**config.mk**
```make
export PLATFORM = sky130hd
export DESIGN_NAME = mul_iter_32b_flat
export DESIGN_NICKNAME = d
export VERILOG_FILES = /design/src/rtl/mul_iter_32b_pkg.sv /design/src/rtl/mul_iter_32b_if.sv /design/src/rtl/adder_32b.sv /design/src/rtl/mul_iter_32b_dpath.sv /design/src/rtl/mul_iter_32b.sv /design/src/flat_wrapper.sv
export SDC_FILE = /design/constraint.sdc
export NUM_CORES = 1
export LEC_CHECK = 0
export BUFFER_PORTS_ARGS = -buffer_cell sky130_fd_sc_hd__buf_4
export CORE_MARGIN = 2
export CORE_UTILIZATION = 62
export CTS_BUF_LIST = sky130_fd_sc_hd__clkbuf_8
export DETAILED_ROUTE_END_ITERATION = 6
export GPL_TIMING_DRIVEN = 0
export HOLD_SLACK_MARGIN = 0.06
export PLACE_DENSITY_LB_ADDON = 0.1
export SLEW_MARGIN = 5
export SYNTH_ARGS = -nofsm -noshare
export SYNTH_HDL_FRONTEND = slang
export SYNTH_HIERARCHICAL = 1
export SYNTH_SLANG_ARGS = --single-unit
```
**constraint.sdc**
```tcl
create_clock -name clk -period 34.2 [get_ports clk]
set_input_delay 5.13 -clock clk [delete_from_list [all_inputs] [get_ports clk]]
set_output_delay 5.13 -clock clk [all_outputs]
set_load 0.01 [all_outputs]
```
**src/rtl/mul_iter_32b_pkg.sv**
```systemverilog
// mul_iter_32b_pkg: shared widths, step count and FSM encoding for the iterative multiplier
package mul_iter_32b_pkg;
  localparam int NBITS = 32;
  localparam int MUL_STEPS = 32;
  localparam int CNT_W = 6;
  typedef enum logic [1:0] {
    STATE_IDLE = 2'd0,
    STATE_CALC = 2'd1,
    STATE_DONE = 2'd2
  } state_e;
endpackage

```
**src/rtl/mul_iter_32b_if.sv**
```systemverilog
// mul_iter_32b_if: val/rdy operand and result streams between execute stage and multiplier
interface mul_iter_32b_if;
  import mul_iter_32b_pkg::*;
  logic               istream_val;
  logic               istream_rdy;
  logic [2*NBITS-1:0] istream_msg;
  logic               ostream_val;
  logic               ostream_rdy;
  logic [NBITS-1:0]   ostream_msg;
  modport master (
    output istream_val, istream_msg, ostream_rdy,
    input  istream_rdy, ostream_val, ostream_msg
  );
  modport slave (
    input  istream_val, istream_msg, ostream_rdy,
    output istream_rdy, ostream_val, ostream_msg
  );
endinterface

```
**src/rtl/adder_32b.sv**
```systemverilog
// adder_32b: gate-level ripple-carry adder, carry-out dropped so the sum wraps mod 2^32
module adder_32b (
  input  logic [31:0] a_i,
  input  logic [31:0] b_i,
  output logic [31:0] sum_o
);
  logic [31:0] c;
  assign c[0] = 1'b0;
  for (genvar i = 0; i < 32; i++) begin : g_fa
    assign sum_o[i] = a_i[i] ^ b_i[i] ^ c[i];
    if (i < 31) begin : g_c
      assign c[i+1] = (a_i[i] & b_i[i]) | (c[i] & (a_i[i] ^ b_i[i]));
    end
  end
endmodule

```
**src/rtl/mul_iter_32b_dpath.sv**
```systemverilog
// mul_iter_32b_dpath: shift-and-add registers, one adder pass into the accumulator per step
module mul_iter_32b_dpath
  import mul_iter_32b_pkg::*;
(
  input  logic             clk,
  input  logic             rst_n,
  input  logic             load_i,
  input  logic             step_i,
  input  logic             add_i,
  input  logic [NBITS-1:0] a_i,
  input  logic [NBITS-1:0] b_i,
  output logic             b_lsb_o,
  output logic [NBITS-1:0] acc_o
);
  logic [NBITS-1:0] a_q, b_q, acc_q, sum;
  adder_32b u_add (.a_i(acc_q), .b_i(a_q), .sum_o(sum));
  always_ff @(posedge clk or negedge rst_n) begin
    if (!rst_n) begin
      a_q   <= '0;
      b_q   <= '0;
      acc_q <= '0;
    end else if (load_i) begin
      a_q   <= a_i;
      b_q   <= b_i;
      acc_q <= '0;
    end else if (step_i) begin
      a_q   <= a_q << 1;
      b_q   <= b_q >> 1;
      acc_q <= add_i ? sum : acc_q;
    end
  end
  assign b_lsb_o = b_q[0];
  assign acc_o   = acc_q;
endmodule

```
**src/rtl/mul_iter_32b.sv**
```systemverilog
// mul_iter_32b: iterative 32x32 multiplier returning the low product word over val/rdy streams
module mul_iter_32b
  import mul_iter_32b_pkg::*;
(
  input logic          clk,
  input logic          rst_n,
  mul_iter_32b_if.slave s
);
  state_e           state_q, state_d;
  logic [CNT_W-1:0] cnt_q, cnt_d;
  logic             load, step, b_lsb;
  always_ff @(posedge clk or negedge rst_n) begin
    if (!rst_n) begin
      state_q <= STATE_IDLE;
      cnt_q   <= '0;
    end else begin
      state_q <= state_d;
      cnt_q   <= cnt_d;
    end
  end
  always_comb begin
    state_d       = state_q;
    cnt_d         = cnt_q;
    load          = 1'b0;
    step          = 1'b0;
    s.istream_rdy = 1'b0;
    s.ostream_val = 1'b0;
    case (state_q)
      STATE_IDLE: begin
        s.istream_rdy = 1'b1;
        if (s.istream_val) begin
          load    = 1'b1;
          cnt_d   = '0;
          state_d = STATE_CALC;
        end
      end
      STATE_CALC: begin
        step  = 1'b1;
        cnt_d = cnt_q + 1'b1;
        if (cnt_q == CNT_W'(MUL_STEPS - 1)) state_d = STATE_DONE;
      end
      STATE_DONE: begin
        s.ostream_val = 1'b1;
        if (s.ostream_rdy) state_d = STATE_IDLE;
      end
      default: state_d = STATE_IDLE;
    endcase
  end
  mul_iter_32b_dpath u_dpath (
    .clk    (clk),
    .rst_n  (rst_n),
    .load_i (load),
    .step_i (step),
    .add_i  (step & b_lsb),
    .a_i    (s.istream_msg[2*NBITS-1:NBITS]),
    .b_i    (s.istream_msg[NBITS-1:0]),
    .b_lsb_o(b_lsb),
    .acc_o  (s.ostream_msg)
  );
endmodule

```
**src/flat_wrapper.sv**
```systemverilog
// flat-port wrapper written by rule: the top's interface ports become plain ports
module mul_iter_32b_flat import mul_iter_32b_pkg::*;
  (clk, rst_n, s_istream_val, s_istream_msg, s_ostream_rdy, s_istream_rdy, s_ostream_val, s_ostream_msg);
  mul_iter_32b_if s_i ();
  input logic clk;
  input logic rst_n;
  input wire logic [$bits(s_i.istream_val)-1:0] s_istream_val;
  input wire logic [$bits(s_i.istream_msg)-1:0] s_istream_msg;
  input wire logic [$bits(s_i.ostream_rdy)-1:0] s_ostream_rdy;
  output wire logic [$bits(s_i.istream_rdy)-1:0] s_istream_rdy;
  output wire logic [$bits(s_i.ostream_val)-1:0] s_ostream_val;
  output wire logic [$bits(s_i.ostream_msg)-1:0] s_ostream_msg;
  assign s_i.istream_val = s_istream_val;
  assign s_i.istream_msg = s_istream_msg;
  assign s_i.ostream_rdy = s_ostream_rdy;
  assign s_istream_rdy = s_i.istream_rdy;
  assign s_ostream_val = s_i.ostream_val;
  assign s_ostream_msg = s_i.ostream_msg;
  mul_iter_32b u_core (.clk(clk), .rst_n(rst_n), .s(s_i));
endmodule
```
==> results of run 1 <==
cells by family after synthesis:
logic type,Yosys count
DFF,104
muxes,62
AOI/OAI and AO/OA,136
and+or+nand+nor,119
adders and majority gates,32
buffers and inverters,47
xor gates and xnor gates,1
state kept, by name, summed over array words and instances, names as in the netlist:
register / count
u_core/u_dpath/a_q: 32
u_core/cnt_q: 6
u_core/u_dpath/acc_o: 32
u_core/u_dpath/b_q: 32
u_core/state_q: 2
worst register-to-register path: cells and delay by family, from the launching register on:
kind	cells	cell delay [ns]
AOI/OAI and AO/OA	1	0.15
xor gates and xnor gates	1	0.39
adders and majority gates	31	11.89
buffers and inverters	2	0.13
DFF	1	0.41
and+or+nand+nor	1	0.09
final timing paths:
path | endpoint | depth (start not counted) | slack, ns
max | u_core/u_dpath/acc_o[31]$_DFFE_PN0P_ | 36 | 21.08
min | u_core/cnt_q[5]$_DFFE_PN0P_ | 1 | 0.50
max reg2reg | u_core/u_dpath/acc_o[31]$_DFFE_PN0P_ | 36 | 21.08
min reg2reg | u_core/cnt_q[5]$_DFFE_PN0P_ | 1 | 0.50
max in group asynchronous | u_core/u_dpath/a_q[0]$_DFFE_PN0P_ | 2 | 28.90
min in group asynchronous | u_core/u_dpath/acc_o[19]$_DFFE_PN0P_ | 1 | 4.63
per-stage QoR:
stage / hold WS, ns / utilization, % / cell area, sq um / setup slack, ns
after floorplan: 0.447 / - / 5530 / 21.76
after global routing: 0.544 / 76.5 / 6640 / 20.69
after global placement: 0.464 / 74.0 / 6420 / 21.37
after detailed placement: 0.484 / 74.0 / 6420 / 21.22
after CTS: 0.499 / 76.1 / 6600 / 21.15
final: 0.496 / 76.5 / 6640 / 21.08
area by class of cell:
cell class / count / area share, %
sequential: 104 / 39.2
clock buffer: 9 / 1.87
timing repair buffer: 102 / 11.9
clock inverter: 6 / 0.830
multi-input combinational: 350 / 40.2
buffer: 39 / 3.53
inverter: 8 / 0.453
tap: 108 / 2.04
cells in the final DEF (no fill, tap or decap), types with 2 or more instances in the layout:
cell type	count
a21bo_1	32
o21ai_0	12
fa_1	30
nand3_1	38
clkbuf_1	6
nand2b_1	2
mux2i_1	62
buf_4	106
buf_6	6
buf_2	22
dfrtp_1	104
clkbuf_8	9
ha_1	2
clkinv_4	4
o21ai_1	54
inv_1	8
nand2_1	70
a21oi_1	32
power breakdown:
part            total, W  internal, W  switching [W]  leakage, nW
combinational   0.000245     0.000123       0.000121         2.07
sequential      0.000224     0.000176      0.0000485         1.34
clock          0.0000716    0.0000274      0.0000442       0.0918
total           0.000540     0.000327       0.000214         3.50
per-layer routing:
layer | share of wire, % | up-vias
li1 | - | 1949
met1 | 43 | 2051
met2 | 51 | 106
met3 | 5.0 | 8
met4 | 0.74 | 0
met5 | 0 | -
==> run metrics, run 1 <==
xor and xnor area share after synthesis=0.430%; CTS Buf Count=9; non-filler cells, final=between 700 and 800; Placed Cells=710; H-Tree Depth=3; CTS Root Cell=clkbuf_8; PnR Total Power=0.000540 W; Vias=4114; Synth Area in Compound Gates=15.6%; launch point of the worst reg-to-reg path=u_core/u_dpath/acc_o[0]$_DFFE_PN0P_; RSZ-0062 raised after global routing=false; Avg Inst Size Synth=11.0 sq um; Max Clock Skew=0.0154 ns; Core Area=8680 sq um; post-synthesis simple-gate area fraction=9.66%; worst path bufs/invs=2; minimum clock period=13.12 ns; Critical Path RT=~34 ns; largest area contributor in the netlist=dfrtp_1; Via density=~5.7; first drt pass iteration count=5; drt drc=0; vias in the first global route=4250; Mapped Area=between 5000 and 6000 sq um; sequential element share of the synthesized area=a little under half; GR Overflow Total=0; CP max stage cell=fa_1; DR iter-0 viols=201; Slew @ Worst Pin=0.491 ns; Cell Rows=34; Layout fillers=621; crit path DAT=13.40 ns; post-synth cell types=32; # Max-Cap Violations=0; CP Class=flop to flop; Max Root-Sink Buffers=2; die width=98.5 microns; Final setup viols=0; Post-CTS Hold Buffers=0; DRT antenna net count=0; Synth Flop Type=dfrtp_1; largest net degree at the start of global routing=~110; Worst setup SP type=flop; Synth Area in Adders=11.3%; Slew headroom=about two thirds; CP max stage delay=around 0.42 ns; post-CTS sizing=0; post-synthesis mux area share=11.2%; Final #Nets=between 700 and 800; # diodes=0; share of the synthesized area in the top cell type=47.0%; Yosys reg bits=104; Initial Utilization=63.7%; Peak VDD IR=approximately 0.040 mV; Critical Path Most Common Cell=fa_1; Die Ht=98.5 microns; wire per inst=between 15 and 20 microns; most common cell in the netlist=dfrtp_1; global-route wire length before repair=around 21000 microns; crit-path leading delay family=adder cells; GR Layer Usage met3=4.61%; setup bufs post-CTS=0; CP startpoint=u_core/u_dpath/acc_o[0]$_DFFE_PN0P_; WL final=around 12000 microns; synth top area cells=dfrtp_1, mux2i_1, fa_1; multi-input logic area=2670 sq um; cell area power density=81.4 nW/um^2; Lkg Pwr=3.50 nW; routability-driven placement congestion ratio=0.814; Synth top cells by count=dfrtp_1, nand2_1, mux2i_1, o21ai_1, nand3_1; Reg area=2600 sq um; Yosys warning count=6; Synthesized Nets=between 600 and 700; Sink Count=104; Post-Route Setup TNS=0 ns; asr flop ratio synth=100%; Clock transition at path regs=roughly 0.11 ns; HP Class=flop to flop; GR Layer Usage met1=~36%; initial antenna violation count=0; port bufs=101; CTS tree=built; Ports=between 100 and 150; GRT busiest layer=met2; Post-synth EDFFs=0; Slew Limit Fails=0; Hold Startpoint=u_core/cnt_q[5]$_DFFE_PN0P_; outcome=finished, final reports clean; All-Layer GR Usage=26.2%; share of cells above drive strength 1=24.8%; FMAX=76.2 MHz; crit end category=flop; die area=9690 sq um; cells after synthesis=501; Hold Vio Cnt, Final=0; Final Cycle Share=38.4%; Clock Latency Late Sink=0.36 ns; Crit Path Max Fanout=3; GRT met2 Usage=43.1%; DPL Wire Length=8580 microns; Area growth syn-to-layout=20.0%; largest family of logic cells by synthesized area=compound AO/OA/AOI/OAI gates
Power figures use the tool's default switching activity.
==> inputs of run 2 (changes only) <==
Settings changed: ABC_AREA set to 1, CORE_UTILIZATION 62 to 52.
Clock period 34.2 ns to 11.1 ns, I/O delays scaled along.
==> run metrics, run 2 <==
cell area power density=241 nW/um^2 (+200%); # diodes=0 (unchanged); synth top area cells=dfrtp_1, nand3_1, nand2_1; DR iter-0 viols=322 (+60%); Setup WS pre-CTS=-0.404 ns (-21.63 ns); Yosys warning count=6 (unchanged); Yosys reg bits=104 (unchanged); largest area contributor in the netlist=dfrtp_1; Vias=4638 (+13%); Post-Route Setup TNS=-0.725 ns (-0.725 ns); global-route wire length before repair=21800 microns (+6.1%); All-Layer GR Usage=24.6% (-1.6 points); routability-driven placement congestion ratio=0.815 (+0.16%); first drt pass iteration count=4 (-1); port bufs=101 (unchanged); worst reg-to-reg setup slack=-0.40 ns (-21.48 ns); share of cells above drive strength 1=26.5% (+1.7 points); Post-CTS Hold Buffers=0 (unchanged); Via density=5.46 (-3.7%); launch point of the worst reg-to-reg path=u_core/u_dpath/acc_o[0]$_DFFE_PN0P_; Slew @ Worst Pin=0.499 ns (+0.00827 ns); DPL Wire Length=9310 microns (+8.5%); Crit Path Max Fanout=2 (-1); CP Class=flop to flop; most common cell after layout, fill and taps aside=nand2_1; CP max stage cell=dfrtp_1; outcome=finished, violations left; Slew headroom=66.7% (-0.55 points); CTS Buf Count=9 (unchanged); CP endpoint=u_core/u_dpath/acc_o[31]$_DFFE_PN0P_; crit end category=flop; Worst setup SP type=flop; Post-synth EDFFs=0 (unchanged); cells after synthesis=597 (+19%); Avg Inst Size Synth=8.91 sq um (-19%); Initial Utilization=53.9% (-9.8 points); drt drc=0 (unchanged); most common cell in the netlist=nand2_1; H-Tree Depth=3 (unchanged); Lkg Pwr=3.30 nW (-5.8%); die area=11100 sq um (+14%); Final setup viols=2 (+2); largest net degree at the start of global routing=105 (unchanged); Ports=102 (unchanged); Mapped Area=5320 sq um (-3.8%); Synth top cells by count=nand2_1, nand3_1, dfrtp_1, nand4_1, fa_1; multi-input logic area=2510 sq um (-5.8%); most frequent cells in the layout=nand2_1, nand3_1, buf_4, dfrtp_1, nand4_1; Sink Count=104 (unchanged); Clock transition at path regs=0.09 ns (-0.02 ns); DRT antenna net count=0 (unchanged); Cell Rows=36 (+5.9%); final instance area=6560 sq um (-1.1%); vias in the first global route=4607 (+8.4%); Core Area=9860 sq um (+14%); wire per inst=15.3 microns (-7.6%); CTS Root Cell=clkbuf_8; Final #Nets=813 (+14%); Area growth syn-to-layout=23.3%; CTS tree=built; r2r worst-path depth=38 (+5.6%); share of the synthesized area in the top cell type=48.9% (+1.9 points); failing checks=setup timing; Slew Limit Fails=0 (unchanged); Peak VDD IR=0.107 mV (+170%); minimum clock period=11.50 ns (-1.62 ns); Clock Latency Late Sink=0.37 ns (about the same); WL final=13000 microns (+8.1%); Placed Area=6320 sq um (-1.7%); Layout fillers=802 (+29%); # Max-Cap Violations=0 (unchanged); Max Root-Sink Buffers=2 (unchanged); Critical Path RT=11.40 ns (-23.08 ns); CP max stage delay=0.40 ns (-0.02 ns); die width=105 microns (+6.8%); Hold Vio Cnt, Final=0 (unchanged); Critical Path Most Common Cell=fa_2; RSZ-0062 raised after global routing=true; GR Overflow Total=0 (unchanged); Final Worst Setup Slack=-0.398 ns (-21.48 ns); initial antenna violation count=0 (unchanged); cell count of the worst hold path=2 (+1); Max Clock Skew=0.0159 ns (+0.000515 ns); FMAX=87.0 MHz (+14%); Reg area=2600 sq um (unchanged); Final Cycle Share=104% (+65 points); Crit Reg-Reg Endpoint=u_core/u_dpath/acc_o[31]$_DFFE_PN0P_; Synth Flop Type=dfrtp_1; HP Class=flop to flop; Synthesized Nets=697 (+16%); Die Ht=105 microns (+6.8%); post-synth cell types=20 (-38%); asr flop ratio synth=100% (unchanged); sequential element share of the synthesized area=48.9% (+1.9 points); crit path DAT=11.80 ns (-1.60 ns); CP startpoint=u_core/u_dpath/acc_o[0]$_DFFE_PN0P_
run 2: changes by cell type after synthesis, moves of 10 or more:
cell and delta:
o21ai_1 -52, nand4_1 +34, o21ai_0 -10, a21bo_1 -32, a21oi_1 -31, nand2_1 +112, nand3_1 +125, mux2i_1 -62
run 2: kinds of logic after synthesis:
| family | count (synthesis) | share of synthesized area, % |
|---|---|---|
| simple gates | 391 | 33.4 |
| flops | 104 | 48.9 |
| buf+inv | 64 | 5.31 |
| fa+ha+maj | 32 | 11.8 |
| compound gates | 5 | 0.470 |
| xor+xnor | 1 | 0.165 |
run 2: worst max-delay path: cells and delay by family (launching register included):
| family | cells | cell delay [ns] |
|---|---|---|
| simple gates | 4 | 0.30 |
| flops | 1 | 0.40 |
| fa+ha+maj | 31 | 10.55 |
| buf+inv | 3 | 0.18 |
run 2: report_power, final:
part / internal [W] / switching, W / total, W
combinational: 0.000304 / 0.000373 / 0.000678
sequential: 0.000531 / 0.000145 / 0.000676
clock: 0.000102 / 0.000127 / 0.000230
run 2: area by class of cell:
type / instances / share of cell area (%)
sequential: 104 / 39.7
multi-input combinational: 429 / 38.3
timing repair buffer: 105 / 12.4
buffer: 44 / 3.17
tap: 133 / 2.54
clock buffer: 9 / 1.89
inverter: 20 / 1.14
clock inverter: 6 / 0.953
run 2: routing by layer:
layer | track usage (%) | wire length, microns | vias up
met1 | 32.1 | 5460 | 2267
met4 | 5.71 | 141 | 0
met2 | 41.9 | 6630 | 144
li1 | - | - | 2215
met5 | 0 | 0 | -
met3 | 5.68 | 793 | 12
run 2: worst min path at each step:
stage	from	to
CTS	u_core/u_dpath/b_q[1]$_DFFE_PN0P_	u_core/u_dpath/b_q[1]$_DFFE_PN0P_
global route	u_core/u_dpath/b_q[2]$_DFFE_PN0P_	u_core/u_dpath/b_q[2]$_DFFE_PN0P_
finish	u_core/u_dpath/b_q[31]$_DFFE_PN0P_	u_core/u_dpath/b_q[31]$_DFFE_PN0P_
detailed placement	u_core/u_dpath/b_q[1]$_DFFE_PN0P_	u_core/u_dpath/b_q[1]$_DFFE_PN0P_
floorplan	u_core/u_dpath/b_q[31]$_DFFE_PN0P_	u_core/u_dpath/b_q[31]$_DFFE_PN0P_
global placement	u_core/u_dpath/b_q[1]$_DFFE_PN0P_	u_core/u_dpath/b_q[1]$_DFFE_PN0P_
run 2: timing repair:
item                       CTS  global route
pin swaps                    1             1
resized for setup            3             0
buffers inserted             2             1
setup endpoints to repair    3             3
cloned                       0             0
run 2: metrics by stage:
stage | utilization [%] | hold WS, ns | std cells | total power [W]
finish | 66.5 | 0.488 | 850 | 0.00158
global route | 66.5 | 0.514 | 850 | 0.00172
CTS | 66.1 | 0.494 | 848 | 0.00159
detailed placement | 64.1 | 0.470 | 831 | 0.00136
global placement | 64.1 | 0.464 | 831 | 0.00131
floorplan | - | 0.443 | 597 | 0.00111
==> inputs of run 3 (changes only) <==
Settings changed: BUFFER_PORTS_ARGS -buffer_cell sky130_fd_sc_hd__buf_4 to -buffer_cell sky130_fd_sc_hd__buf_2.
==> run metrics, run 3 (synthesis gave the netlist of run 2 again) <==
outcome=finished, violations left; failing checks=setup timing; # Max-Cap Violations=0 (unchanged); initial antenna violation count=1 (+1); Worst setup SP type=flop; cell area power density=249 nW/um^2 (+3.2%); Clock Latency Late Sink=0.37 ns (about the same); HP Class=flop to flop; Slew headroom=54.8% (-12 points); WL final=13100 microns (+0.70%); Area growth syn-to-layout=18.7%; routability-driven placement congestion ratio=0.825 (+1.2%); DPL Wire Length=9430 microns (+1.3%); Vias=4640 (+0.043%); die width=105 microns (unchanged); Layout fillers=834 (+4.0%); Cell Rows=36 (unchanged); port bufs=101 (unchanged); Die Ht=105 microns (unchanged); DR iter-0 viols=280 (-13%); Setup WS pre-CTS=-0.385 ns (+0.0191 ns); Via density=5.47 (+0.16%); CP max stage delay=0.42 ns (+0.02 ns); All-Layer GR Usage=25.1% (+0.45 points); CTS Root Cell=clkbuf_8; global-route wire length before repair=22300 microns (+2.2%); Clock transition at path regs=0.11 ns (+0.02 ns); GR Overflow Total=0 (unchanged); H-Tree Depth=3 (unchanged); Post-CTS Hold Buffers=0 (unchanged); Sink Count=104 (unchanged); launch point of the worst reg-to-reg path=u_core/u_dpath/acc_o[0]$_DFFE_PN0P_; Critical Path RT=11.41 ns (about the same); cell count of the worst hold path=2 (unchanged); crit path DAT=11.86 ns (+0.06 ns); PnR Total Power=0.00157 W (-0.63%); Final Worst Setup Slack=-0.441 ns (-0.0429 ns); Max Clock Skew=0.0179 ns (+0.00194 ns); die area=11100 sq um (unchanged); RSZ-0062 raised after global routing=true; Slew Limit Fails=0 (unchanged); crit end category=flop; DRT antenna net count=0 (unchanged); Ports=102 (unchanged); first drt pass iteration count=5 (+1); CP endpoint=u_core/u_dpath/acc_o[31]$_DFFE_PN0P_; Final #Nets=811 (-0.25%); Max Root-Sink Buffers=2 (unchanged); most frequent cells in the layout=nand2_1, nand3_1, buf_2, dfrtp_1, nand4_1; CTS tree=built; worst reg-to-reg setup slack=-0.44 ns (-0.04 ns); wire per inst=15.4 microns (+0.82%); Lkg Pwr=3.23 nW (-2.1%); Critical Path Most Common Cell=fa_2; largest net degree at the start of global routing=55 (-48%); Initial Utilization=53.9% (unchanged); r2r worst-path depth=38 (unchanged); drt drc=0 (unchanged); FMAX=86.6 MHz (-0.37%); Slew @ Worst Pin=0.678 ns (+0.179 ns); Crit Path Max Fanout=3 (+1); minimum clock period=11.54 ns (+0.0429 ns); Final Cycle Share=104% (+0.39 points); # diodes=0 (unchanged); Final setup viols=2 (unchanged); CP Class=flop to flop; CP max stage cell=dfrtp_1; most common cell after layout, fill and taps aside=nand2_1; share of cells above drive strength 1=26.8% (+0.32 points); vias in the first global route=4713 (+2.3%); Peak VDD IR=0.0957 mV (-10%); CTS Buf Count=9 (unchanged); Hold Vio Cnt, Final=0 (unchanged); Crit Reg-Reg Endpoint=u_core/u_dpath/acc_o[31]$_DFFE_PN0P_; CP startpoint=u_core/u_dpath/acc_o[0]$_DFFE_PN0P_; Core Area=9860 sq um (unchanged)
==> run 3: report_power, final <==
part	internal [W]	total (W)	switching (W)
Combinational	0.000276	0.000653	0.000377
Clock	0.000112	0.000249	0.000137
Sequential	0.000530	0.000672	0.000141
==> run 3: metal layers <==
| metal | track usage (%) | share of wire (%) | routed length (microns) |
|---|---|---|---|
| met1 | 34.7 | 45 | 5870 |
| met2 | 40.2 | 49 | 6390 |
| met3 | 3.49 | 4.6 | 604 |
| met5 | 0 | 0.11 | 14 |
| met4 | 9.81 | 1.8 | 236 |
==> run 3: worst min path at each step <==
stage,start,to,slack (ns)
after floorplan,u_core/u_dpath/b_q[31]$_DFFE_PN0P_,u_core/u_dpath/b_q[31]$_DFFE_PN0P_,0.44
after global placement,u_core/u_dpath/b_q[0]$_DFFE_PN0P_,u_core/u_dpath/b_q[0]$_DFFE_PN0P_,0.46
after detailed placement,u_core/u_dpath/b_q[11]$_DFFE_PN0P_,u_core/u_dpath/b_q[11]$_DFFE_PN0P_,0.47
after CTS,u_core/u_dpath/b_q[11]$_DFFE_PN0P_,u_core/u_dpath/b_q[11]$_DFFE_PN0P_,0.50
after global routing,u_core/u_dpath/b_q[11]$_DFFE_PN0P_,u_core/u_dpath/b_q[11]$_DFFE_PN0P_,0.52
final,u_core/u_dpath/b_q[31]$_DFFE_PN0P_,u_core/u_dpath/b_q[31]$_DFFE_PN0P_,0.49
==> run 3: what timing repair did <==
| item | CTS | global route |
|---|---|---|
| buffers inserted | 1 | 0 |
| pin swaps | 2 | 1 |
| setup endpoints to repair | 3 | 3 |
| endpoints found under the hold margin | 0 | 0 |
| resized for setup | 6 | 0 |
| cloned | 0 | 0 |
==> run 3: cell type report <==
type	instances	area, sq um	share of cell area [%]
flip-flops and latches	104	2600	41.2
multi-input cells	429	2520	39.9
repair buffers	103	543	8.60
plain buffers	44	208	3.29
well taps	133	166	2.63
clock buffers	10	138	2.18
inverters	20	75.1	1.19
clock inverters	6	66.3	1.05
==> run 3: critical path: cells and delay by family (launching register included) <==
family                   cells  cell delay (ns)
adder cells (fa/ha/maj)     31            10.58
AND/OR/NAND/NOR              4             0.34
buffers and inverters        3             0.17
flip-flops                   1             0.42
==> run 3: stage by stage <==
step | cells | utilization, % | area (sq um) | TNS [ns] | hold WS (ns)
3_5_place_dp | 832 | 61.8 | 6100 | -0.762 | 0.473
6_report | 849 | 64.0 | 6320 | -0.789 | 0.494
2_1_floorplan | 597 | - | 5390 | 0 | 0.443
5_1_grt | 849 | 64.0 | 6320 | -1.58 | 0.520
3_3_place_gp | 831 | 61.5 | 6070 | -0.548 | 0.465
4_1_cts | 849 | 64.0 | 6320 | -0.704 | 0.497
